`config.mk`:
```
export PLATFORM = sky130hd
export DESIGN_NAME = puf_eval_sequencer
export DESIGN_NICKNAME = d
export VERILOG_FILES = /design/src/rtl/puf_eval_sequencer.sv
export SDC_FILE = /design/constraint.sdc
export NUM_CORES = 1
export LEC_CHECK = 0
export BUFFER_PORTS_ARGS = -buffer_cell sky130_fd_sc_hd__clkbuf_2
export CAP_MARGIN = 20
export CORE_MARGIN = 4
export CORE_UTILIZATION = 49
export CTS_CLUSTER_SIZE = 10
export DETAILED_ROUTE_END_ITERATION = 8
export GPL_TIMING_DRIVEN = 0
export PLACE_DENSITY = 0.77
export SLEW_MARGIN = 20
export SYNTH_ARGS = -nofsm -noshare
export SYNTH_HDL_FRONTEND = slang
export SYNTH_SLANG_ARGS = --single-unit
```
`constraint.sdc`:
```
create_clock -name clk -period 2.5 [get_ports clk]
set_input_delay 0.5 -clock clk [delete_from_list [all_inputs] [get_ports clk]]
set_output_delay 0.5 -clock clk [all_outputs]
set_load 0.05 [all_outputs]
```
`src/rtl/puf_eval_sequencer.sv`:
```
// puf_eval_sequencer: frame-driven PUF challenge/response sequencer.
// Pulls a header plus challenge bytes from a UART RX FIFO, drives the PUF,
// waits for the response (bounded by a timeout), then streams a status
// byte and the captured response into a UART TX FIFO.
module puf_eval_sequencer #(
   parameter int         CHAL_BYTES     = 16,
   parameter int         RESP_BYTES     = 16,
   parameter int         TIMEOUT_CYCLES = 65535,
   parameter logic [7:0] HDR_CHAL       = 8'h43,
   parameter logic [7:0] HDR_OK         = 8'h52,
   parameter logic [7:0] HDR_TO         = 8'h54
) (
   input  logic                    clk,
   input  logic                    rst,
   input  logic [7:0]              rx_data,
   input  logic                    rx_data_present,
   output logic                    rx_read,
   output logic [7:0]              tx_data,
   output logic                    tx_write,
   input  logic                    tx_full,
   output logic [CHAL_BYTES*8-1:0] chal,
   output logic                    chal_en,
   output logic                    puf_start,
   input  logic                    response_ready,
   input  logic [RESP_BYTES*8-1:0] resp,
   output logic                    busy,
   output logic                    timeout_err
);

   localparam logic [3:0]  LAST_CHAL = 4'(CHAL_BYTES - 1);
   localparam logic [3:0]  LAST_RESP = 4'(RESP_BYTES - 1);
   localparam logic [15:0] CNT_LAST  = 16'(TIMEOUT_CYCLES - 1);

   typedef enum logic [2:0] {
      S_IDLE,
      S_LOAD,
      S_APPLY,
      S_START,
      S_WAIT,
      S_SEND_HDR,
      S_SEND_RESP
   } state_t;

   state_t                  r_state;
   state_t                  w_state_next;
   logic                    r_gap;          // a pop happened last cycle
   logic [3:0]              r_idx;          // challenge / response byte index
   logic [15:0]             r_cnt;          // WAIT cycle counter
   logic                    r_status_ok;    // 1: response captured, 0: timed out
   logic                    r_timeout_err;
   logic [RESP_BYTES*8-1:0] r_resp;
   logic [7:0]              r_chal_b [CHAL_BYTES];
   logic [7:0]              w_resp_byte [RESP_BYTES];
   logic                    w_pop_ok;

   assign w_pop_ok    = rx_data_present && !r_gap;
   assign timeout_err = r_timeout_err;

   // Byte views of the captured response and the challenge register
   for (genvar gi = 0; gi < RESP_BYTES; gi++) begin : g_resp
      assign w_resp_byte[gi] = r_resp[gi*8 +: 8];
   end
   for (genvar gi = 0; gi < CHAL_BYTES; gi++) begin : g_chal
      assign chal[gi*8 +: 8] = r_chal_b[gi];
   end

   // State register
   always_ff @(posedge clk) begin
      if (rst) r_state <= S_IDLE;
      else     r_state <= w_state_next;
   end

   // Next state and strobes; all strobes are forced low while in reset so
   // an interrupted reply never emits another byte.
   always_comb begin
      w_state_next = r_state;
      rx_read      = 1'b0;
      tx_write     = 1'b0;
      tx_data      = 8'h00;
      chal_en      = 1'b0;
      puf_start    = 1'b0;
      busy         = (r_state != S_IDLE);
      case (r_state)
         S_IDLE: begin
            if (w_pop_ok) begin
               rx_read = 1'b1;
               if (rx_data == HDR_CHAL) w_state_next = S_LOAD;
            end
         end
         S_LOAD: begin
            if (w_pop_ok) begin
               rx_read = 1'b1;
               if (r_idx == LAST_CHAL) w_state_next = S_APPLY;
            end
         end
         S_APPLY: begin
            chal_en      = 1'b1;
            w_state_next = S_START;
         end
         S_START: begin
            puf_start    = 1'b1;
            w_state_next = S_WAIT;
         end
         S_WAIT: begin
            puf_start = 1'b1;
            if (response_ready || r_cnt == CNT_LAST) w_state_next = S_SEND_HDR;
         end
         S_SEND_HDR: begin
            tx_data = r_status_ok ? HDR_OK : HDR_TO;
            if (!tx_full) begin
               tx_write     = 1'b1;
               w_state_next = r_status_ok ? S_SEND_RESP : S_IDLE;
            end
         end
         S_SEND_RESP: begin
            tx_data = w_resp_byte[r_idx];
            if (!tx_full) begin
               tx_write = 1'b1;
               if (r_idx == LAST_RESP) w_state_next = S_IDLE;
            end
         end
         default: w_state_next = S_IDLE;
      endcase
      if (rst) begin
         rx_read   = 1'b0;
         tx_write  = 1'b0;
         tx_data   = 8'h00;
         chal_en   = 1'b0;
         puf_start = 1'b0;
         busy      = 1'b0;
      end
   end

   // Datapath: pop spacing, byte index, timeout counter, response capture
   always_ff @(posedge clk) begin
      if (rst) begin
         r_gap         <= 1'b0;
         r_idx         <= '0;
         r_cnt         <= '0;
         r_status_ok   <= 1'b0;
         r_timeout_err <= 1'b0;
         r_resp        <= '0;
      end else begin
         r_gap <= rx_read;
         case (r_state)
            S_IDLE: begin
               if (rx_read && rx_data == HDR_CHAL) begin
                  r_timeout_err <= 1'b0;
                  r_idx         <= '0;
               end
            end
            S_LOAD: begin
               if (rx_read && r_idx != LAST_CHAL) r_idx <= r_idx + 4'd1;
            end
            S_START: r_cnt <= '0;
            S_WAIT: begin
               r_cnt <= r_cnt + 16'd1;
               if (response_ready) begin
                  r_resp      <= resp;
                  r_status_ok <= 1'b1;
               end else if (r_cnt == CNT_LAST) begin
                  r_status_ok   <= 1'b0;
                  r_timeout_err <= 1'b1;
               end
            end
            S_SEND_HDR: begin
               if (tx_write) r_idx <= '0;
            end
            S_SEND_RESP: begin
               if (tx_write) r_idx <= r_idx + 4'd1;
            end
            default: ;
         endcase
      end
   end

   // Challenge register: written only while loading, held between frames
   always_ff @(posedge clk) begin
      if (rst) begin
         for (int k = 0; k < CHAL_BYTES; k++) r_chal_b[k] <= 8'h00;
      end else if (r_state == S_LOAD && rx_read) begin
         r_chal_b[r_idx] <= rx_data;
      end
   end

endmodule
```
==> results.py <==
metrics = {
    "run_status": {
        "status": "finished with violations",
        "violations": "negative setup slack",
    },
    "logic_synthesis": {
        "yosysWarnings": 0,
        "synth-main-ff-cell": "dfxtp_1",
        "synthesis.nets": 1280,
        "async_flop_share": 0,
        "synth_edf_count": 128,
        "yosys.cell_types.count": 63,
        "yosysSeqAreaShare": 0.581,
        "synthCells": 1133,
        "syn_area_um2": 11900,
        "avgSynthCellArea_um2": 10.5,
        "synth_seq_cells": 282,
    },
    "placed_design": {
        "dp_hpwl_um": 25900,
        "gp_congestion": 0.878,
        "io_buffers": 282,
    },
    "setup_path": {
        "r2r-start": "r_idx[3]",
        "crit_slowest_cell": "mux4_2",
        "end_kind": "output pin",
        "crit_type": "register to output pin",
        "path_max_fanout": 5,
        "critPathLaunch": "r_idx[0]",
        "cp-start-kind": "register",
        "crit_required_ns": 2.00,
        "worst_ep_arrival_time_ns": 2.52,
        "cpPeakStageDelay_ns": 0.56,
        "crit_chain": "buf_8 > buf_12 > mux4_2 > mux4_2 > nor2b_4 > buf_8",
    },
    "die": {
        "die_w_um": 164,
        "core-area_um2": 23700,
        "dieArea_um2": 26900,
        "std_cell_rows": 56,
        "num_io_pins": 283,
        "die_height_um": 164,
        "start_util": 0.503,
    },
    "sta": {
        "hold_slack_ns": 0.226,
        "fin_crit_ns": 3.02,
        "maxSlewHeadroom": 0.383,
        "rsz0062_at_grt": "true",
        "layout_setup_ws_ns": -0.518,
        "skew_ns": 0.00923,
        "max_freq_mhz": 331,
        "setup_violations": 8,
        "worst_pin_slew_ns": 0.918,
        "hold_viol": 0,
        "drv_slew": 0,
        "period_share": 1.21,
    },
    "power": {
        "p_leak_nw": 6.24,
        "p_sw_mw": 2.27,
        "pwr-share-clk": 0.440,
        "power_frac_seq": 0.494,
        "powerDensity_nw_per_um2": 661,
        "p_int_mw": 7.68,
        "swShare": 0.229,
        "peakVddDrop_mv": 0.554,
        "pwr-share-comb": 0.066,
    },
    "route": {
        "highest_layer": "met4",
        "firstDrtPassIters": 5,
        "first_iter_violations": 971,
        "route.met2.wl_um": 17000,
        "wl_met1_um": 13800,
        "vias_per_cell": 5.50,
        "num_vias": 9837,
        "detail-route-antenna-nets": 0,
        "drc": 0,
        "finalWirelength_um": 35100,
        "wl_per_cell_um": 19.6,
        "wl_met3_um": 3070,
    },
    "clock_network": {
        "cts_num_sinks": 282,
        "numCtsBuffers": 34,
        "root_buffer": "clkbuf_16",
        "insertion_delay_ns": 0.49,
        "h-tree-depth": 2,
        "clockBufferDepth": 3,
        "cts_tree": "built",
        "clkTransAtPathRegs_ns": 0.06,
    },
    "final_layout": {
        "postLayoutCoreUtil": 0.636,
        "drive_gt1_frac": 0.309,
        "area_delta_synth_final_pct": 26.2,
        "fillerInstances": 1901,
        "nets": 1607,
        "diodes": 0,
    },
    "flow_run": {
        "cap_violations": 0,
    },
    "hold_path": {
        "holdCritPathClass": "input pin to register",
        "min_from": "resp[6]",
    },
    "global_routing": {
        "antenna_found_initial": 0,
        "grt.overflow.total": 0,
        "grt_pass1_wl_um": 52400,
        "first_global_vias": 9449,
        "grt_max_degree": 12,
        "grt_use_total": 0.255,
    },
}
==> layout make-up <==
type,instances,area [um2],area share
buffer,100,544,0.0362
timing repair buffer,293,1610,0.107
clock inverter,2,38.8,0.00258
tap,319,399,0.0265
multi-input combinational,740,4580,0.304
clock buffer,45,913,0.0607
inverter,9,33.8,0.00224
sequential,282,6930,0.460
==> sequential cells by signal (all words and copies together), names as in the netlist <==
signal,cells
r_gap,1
r_cnt,16
r_status_ok,1
timeout_err,1
r_state,3
r_resp,128
r_chal_b,128
r_idx,4
==> timing repair <==
item	CTS	global route
endpoints found under the setup margin	143	214
setup buffers	7	4
cloned	1	0
hold buffers	0	0
resized for setup	56	32
pin swaps	3	3
==> synthesized netlist by cell type (9+ instances only) <==
cell        n  share of area
a21o_1     15         0.0094
a21oi_1   149          0.063
and2_1     12         0.0063
and3_1    120          0.063
buf_2      18         0.0076
clkbuf_1   74          0.023
dfxtp_1   154           0.26
edfxtp_1  128           0.32
inv_1       9         0.0028
mux4_2     36          0.068
nand2_1   270          0.085
nand3_1    13         0.0055
nor2_1     25         0.0079
o21ai_0     9         0.0038
==> worst paths after layout <==
kind,endpoint,slack (ns),cells past startpoint
worst max register to register,r_chal_b[8][0],0.13,6
worst min register to register,r_resp[122],0.45,2
worst min-delay path,r_resp[6],0.23,3
worst max-delay path,tx_data[3],-0.52,6
==> layout by cell type, fill, tap and decap left out, drive strengths merged, types with 3 or more instances in the layout <==
| cell type | Yosys | final |
|---|---|---|
| nand3b | 3 | 3 |
| dfxtp | 154 | 154 |
| nand4 | 7 | 7 |
| a21o | 15 | 15 |
| inv | 9 | 10 |
| nand3 | 13 | 13 |
| nor3b | 3 | 3 |
| a21oi | 149 | 149 |
| ha | 6 | 6 |
| o22ai | 3 | 3 |
| o211ai | 3 | 3 |
| mux4 | 36 | 36 |
| and2 | 13 | 13 |
| clkbuf | 79 | 397 |
| nor3 | 4 | 4 |
| or3 | 7 | 7 |
| edfxtp | 128 | 128 |
| nor2b | 6 | 6 |
| and3 | 126 | 126 |
| nor2 | 25 | 25 |
| a22oi | 4 | 4 |
| buf | 22 | 41 |
| nand2 | 270 | 270 |
| o21ai | 9 | 9 |
==> power by group through the flow <==
| stage | combinational, mW | clock, mW | sequential, mW |
|---|---|---|---|
| global placement | 0.645 | 0 | 5.01 |
| floorplan | 0.118 | 0 | 5.27 |
| finish | 0.656 | 4.38 | 4.91 |
| CTS | 0.657 | 4.40 | 4.92 |
| global route | 0.689 | 4.60 | 4.92 |
| detailed placement | 0.649 | 0 | 5.01 |
==> critical path, delay by kind of cell (launching register included) <==
kind                   cells  cell delay, ns
multiplexers               2            1.05
buffers and inverters      3            0.46
flip-flops                 1            0.34
AND/OR/NAND/NOR            1            0.16
==> metal layers <==
metal	vias up	track usage
li1	4645	-
met1	4586	0.332
met2	526	0.431
met3	80	0.0444
met4	0	0.0888
met5	-	0
==> through the flow <==
stage               TNS, ns  cells  instance area [um2]  setup WS (ns)  total power, mW
finish                -3.61   1790                15100         -0.518             9.95
CTS                   -3.87   1788                15000         -0.513             9.98
global placement     -38.48   1734                13800         -0.542             5.65
floorplan            -0.110   1133                12000         -0.110             5.38
global route          -4.12   1790                15100         -0.555             10.2
detailed placement   -40.83   1734                13800         -0.570             5.66
==> cell families (layout without fill, tap and decap cells) <==
family | count (synthesis) | count (layout) | synth area share
adder cells (fa/ha/maj) | 6 | 6 | 0.00630
multiplexers | 40 | 40 | 0.0716
buffers and inverters | 111 | 449 | 0.0438
XOR/XNOR | 2 | 2 | 0.00147
AO/OA/AOI/OAI | 194 | 194 | 0.0905
flip-flops | 282 | 282 | 0.581
AND/OR/NAND/NOR | 498 | 498 | 0.206
Power figures use the tool's default switching activity.
